$ cat src/rtl/cpe_weight_preloader.sv
// Weight preloader for one CPE column of the systolic array.
// It fetches ROWS 4-bit weights from a synchronous RAM with 1-cycle read
// latency. The weights go out last-row first so that, after ROWS shifts,
// CPE row r holds the weight stored at base+r.
module cpe_weight_preloader #(
  parameter int ROWS       = 8,
  parameter int ADDR_WIDTH = 8
) (
  input  logic                  clk,
  input  logic                  rst_n,
  input  logic                  start,
  input  logic [ADDR_WIDTH-1:0] base_addr,
  output logic                  mem_rd_en,
  output logic [ADDR_WIDTH-1:0] mem_addr,
  input  logic [3:0]            mem_rd_data,
  output logic [3:0]            Compensation_Weight,
  output logic                  Compensation_Weight_out_valid,
  output logic                  busy,
  output logic                  done
);

  localparam int CW = (ROWS > 1) ? $clog2(ROWS) : 1;

  typedef enum logic [1:0] {
    S_IDLE  = 2'd0,
    S_FETCH = 2'd1,
    S_DRAIN = 2'd2,
    S_DONE  = 2'd3
  } state_t;

  state_t                r_state;
  logic [ADDR_WIDTH-1:0] r_base;
  logic [CW-1:0]         r_rd_cnt;
  logic                  r_mem_rd_en;
  logic [ADDR_WIDTH-1:0] r_mem_addr;
  logic                  r_rd_vld;
  logic [3:0]            r_weight;
  logic                  r_valid;
  logic                  r_busy;
  logic                  r_done;

  logic                  w_last_rd;
  logic [ADDR_WIDTH-1:0] w_start_addr;
  logic [ADDR_WIDTH-1:0] w_next_addr;

  // The first read is the highest row. Each later read is the next lower row,
  // and the address wraps modulo 2^ADDR_WIDTH.
  assign w_last_rd    = (r_rd_cnt == CW'(ROWS - 1));
  assign w_start_addr = base_addr + ADDR_WIDTH'(ROWS - 1);
  assign w_next_addr  = r_base + ADDR_WIDTH'(ROWS - 2) - ADDR_WIDTH'(r_rd_cnt);

  // Control FSM. It issues ROWS reads, waits for the last weight to go out, then pulses done.
  always_ff @(posedge clk or negedge rst_n) begin
    if (!rst_n) begin
      r_state     <= S_IDLE;
      r_base      <= '0;
      r_rd_cnt    <= '0;
      r_mem_rd_en <= 1'b0;
      r_mem_addr  <= '0;
      r_busy      <= 1'b0;
      r_done      <= 1'b0;
    end else begin
      case (r_state)
        S_IDLE: begin
          r_done <= 1'b0;
          if (start) begin
            r_base      <= base_addr;
            r_rd_cnt    <= '0;
            r_mem_rd_en <= 1'b1;
            r_mem_addr  <= w_start_addr;
            r_busy      <= 1'b1;
            r_state     <= S_FETCH;
          end
        end
        S_FETCH: begin
          if (w_last_rd) begin
            r_mem_rd_en <= 1'b0;
            r_state     <= S_DRAIN;
          end else begin
            r_rd_cnt   <= r_rd_cnt + CW'(1);
            r_mem_addr <= w_next_addr;
          end
        end
        S_DRAIN: begin
          // The last weight is on the output when valid is high and no read is still in flight.
          if (r_valid && !r_rd_vld) begin
            r_done  <= 1'b1;
            r_state <= S_DONE;
          end
        end
        S_DONE: begin
          r_done  <= 1'b0;
          r_busy  <= 1'b0;
          r_state <= S_IDLE;
        end
        default: begin
          r_mem_rd_en <= 1'b0;
          r_busy      <= 1'b0;
          r_done      <= 1'b0;
          r_state     <= S_IDLE;
        end
      endcase
    end
  end

  // Read-return pipeline. RAM data arrives one cycle after the read enable and is forwarded unchanged.
  always_ff @(posedge clk or negedge rst_n) begin
    if (!rst_n) begin
      r_rd_vld <= 1'b0;
      r_weight <= 4'd0;
      r_valid  <= 1'b0;
    end else begin
      r_rd_vld <= r_mem_rd_en;
      if (r_rd_vld) begin
        r_weight <= mem_rd_data;
        r_valid  <= 1'b1;
      end else begin
        r_valid  <= 1'b0;
      end
    end
  end

  assign mem_rd_en                     = r_mem_rd_en;
  assign mem_addr                      = r_mem_addr;
  assign Compensation_Weight           = r_weight;
  assign Compensation_Weight_out_valid = r_valid;
  assign busy                          = r_busy;
  assign done                          = r_done;

endmodule
$ cat config.mk
export PLATFORM = sky130hd
export DESIGN_NAME = cpe_weight_preloader
export DESIGN_NICKNAME = d
export VERILOG_FILES = /design/src/rtl/cpe_weight_preloader.sv
export SDC_FILE = /design/constraint.sdc
export NUM_CORES = 1
export LEC_CHECK = 0
export ABC_AREA = 1
export CAP_MARGIN = 20
export CORE_ASPECT_RATIO = 0.7
export CORE_MARGIN = 10
export CORE_UTILIZATION = 38
export DETAILED_ROUTE_END_ITERATION = 8
export SYNTH_ARGS = -nofsm -noshare
export SYNTH_HDL_FRONTEND = slang
export SYNTH_SLANG_ARGS = --single-unit
$ cat constraint.sdc
create_clock -name clk -period 1.8 [get_ports clk]
set_input_delay 0.27 -clock clk [delete_from_list [all_inputs] [get_ports clk]]
set_output_delay 0.27 -clock clk [all_outputs]
set_load 0.02 [all_outputs]
==> run_results.csv <==
group,metric,value,unit
final_layout,final_nets,305,
setup_path,ff2ff_path_depth,11,
sta,max_slew_margin,0.739,
floorplanning,num_io_pins,31,
synth,synthArstFlopShare,1.00,
setup_path,startpoint_type,"register",
place,place.gp.congestion,0.838,
power_and_ir_drop,powerDensity,595,nW/um2
setup_path,cp_max_fo,2,
synth,synth_edf_count,0,
sta,hold_violations,0,
sta,worst_slew_pin_slew,0.392,ns
setup_path,worst-endpoint-required,1.98,ns
synth,synth_cells,225,
routing,vias_per_cell,4.63,
routing,drt_wl_total,4.32,mm
final_layout,diodes,0,
final_layout,drive_above_1_share,0.150,
setup_path,r2r-end,"mem_addr[5]",
floorplanning,fp.coreArea,4400,um2
global_route,grt_util_all_layers,0.109,
sta,setup_viol,3,
global_route,antenna_found_initial,0,
floorplanning,dieWidth,101,um
global_route,grt_pass1_wl,6.71,mm
setup_path,crit_path_end,"mem_addr[5]",
routing,vias,1522,
routing,routedWlPerCell,13.1,um
final_layout,layout.cells.non_filler,329,
sta,layout_min_cycle_time,1.81,ns
power_and_ir_drop,power_leakage,1.19,nW
place,port_buffers,30,
clock_tree,cts-buffers-inserted,5,
sta,clock_skew,0.00339,ns
routing,drtIter0Drc,92,
final_layout,mostFrequentLayoutCell,"nand2_1",
place,place_ws,-0.0252,ns
sta,rsz0062_at_grt,"true",
global_route,overflow,0,
synth,yosys_warnings,0,
global_route,grt_pass1_vias,1365,
floorplanning,die_h,76.9,um
global_route,grt_max_degree,31,
power_and_ir_drop,vdd_ir_drop_max,331,uV
clock_tree,clkLatencyLatePin,0.29,ns
clock_tree,cts_sinks,30,
setup_path,cp-end-kind,"register",
synth,synth-seq-cells,30,
setup_path,worstSetupPathType,"reg -> reg",
synth,syn-num-nets,257,
clock_tree,path_clk_slew,0.06,ns
synth,ys.flop_type,"dfrtp_1",
worst_hold_path,hold_path_class,"in -> async",
floorplanning,die_area,7790,um2
routing,dr.pass1.iters,4,
sta,finalWorstSetupSlack,-0.0108,ns
final_layout,final_area,2380,um2
setup_path,worst_ep_arrival_time,1.99,ns
routing,ant_nets,0,
final_layout,post-route-util,0.541,
final_layout,layout_common_cells,"nand2_1, dfrtp_1, inv_1, clkdlybuf4s50_1, o21ai_0",
setup_path,crit_start,"r_rd_cnt[1]",
final_layout,register_area,751,um2
final_layout,multiInputGateArea,907,um2
final_layout,fillers,433,
sta,max_freq,0.552,GHz
flow_run,max-cap-violations,0,
clock_tree,cts_root_buf,"clkbuf_8",
final_layout,area_delta_synth_final,35.5,%
clock_tree,cts-hold-fix-buffers,0,
floorplanning,start_util,0.399,
clock_tree,clock_path_buffers,2,
sta,fin_crit_sh,1.01,
setup_path,reg2reg_slack,-0.01,ns
run_status,failed_checks,"setup timing",
synth,synth_area_per_cell,7.81,um2
setup_path,r2r_start,"r_rd_cnt[1]",
place,placedInstanceArea,2200,um2
routing,drc,0,
synth,synth.distinct_cells,25,
floorplanning,fp-row-count,20,
place,dp.cells,318,
clock_tree,cts_tree,"yes",
synth,yosysSeqAreaShare,0.427,
run_status,status,"finished with violations",
sta,slew_viol_final,0,
synth,synth_area,1760,um2
clock_tree,cts.htree.levels,2,
place,dp_hpwl,3.26,mm
## synth_stat cells (2+ instances only)
master,count,area share
nor2_1,18,0.038
inv_1,35,0.075
nand2_1,59,0.13
o21ai_0,20,0.057
ha_1,16,0.11
dfrtp_1,30,0.43
nand3_1,16,0.046
nand2_2,2,0.0071
clkbuf_1,2,0.0043
nand4_1,2,0.0071
a32o_1,2,0.011
a21oi_1,10,0.028
## worst max-delay path, cell delays in order, from the launching register on
cell and delay, ns:
dfrtp_1 0.41, ha_4 0.27, inv_2 0.03, ha_4 0.15, fa_2 0.34, nand2_2 0.07
nand2_2 0.07, nand2_2 0.08, or2_4 0.10, nand3_1 0.05, nand3_1 0.08, nand2_1 0.05
## layout make-up
type,count,area share
Multi-Input combinational cell,155,0.381
Sequential cell,30,0.315
Timing Repair Buffer,44,0.170
Inverter,37,0.0588
Clock buffer,8,0.0462
Tap cell,55,0.0289
## state kept, by name, indices dropped and copies added (netlist names)
name and count:
mem_addr 8, r_base 8, Compensation_Weight 4, r_rd_cnt 3, r_state 2, Compensation_Weight_out_valid 1
busy 1, done 1, mem_rd_en 1, r_rd_vld 1
## where the power goes
| group | internal (mW) | total (mW) | switching [mW] |
|---|---|---|---|
| combinational | 0.0455 | 0.0983 | 0.0528 |
| sequential | 0.675 | 0.676 | 0.000714 |
| clock | 0.386 | 0.642 | 0.256 |
| total | 1.11 | 1.42 | 0.310 |
## kinds of logic after synthesis
kind of cell,after synthesis,share of synthesized area
buffers and inverters,40,0.0904
AND/OR/NAND/NOR,99,0.231
adder cells (fa/ha/maj),17,0.125
XOR/XNOR,2,0.00997
flip-flops,30,0.427
AO/OA/AOI/OAI,37,0.117
## how the worst min path moves through the flow
stage,endpoint,cells past startpoint
floorplan,Compensation_Weight[0],0
global placement,r_rd_vld,0
detailed placement,r_rd_vld,0
CTS,mem_addr[1],2
global route,mem_addr[1],2
finish,mem_addr[6],2
## per-stage QoR
stage	power (mW)	TNS, ns	hold slack, ns
floorplan	0.717	0	-0.0256
global placement	0.786	0	0.403
detailed placement	0.786	-0.0363	0.398
CTS	1.44	-0.0668	0.390
global route	1.47	-0.333	0.406
finish	1.42	-0.0177	0.380
## layer usage
layer	routed length [um]	up-vias	global-route usage
met5	0	-	0
met4	78	0	0.0542
met3	327	10	0.0385
met2	1480	40	0.118
met1	2430	657	0.170
li1	-	815	-
## timing repair
item / in CTS / in global routing
pin swaps: 1 / 7
gates cloned: 0 / 0
resized for setup: 0 / 15
setup endpoints to repair: 3 / 5
setup buffers: 1 / 2
No activity file was read; power rests on OpenSTA's default activity.
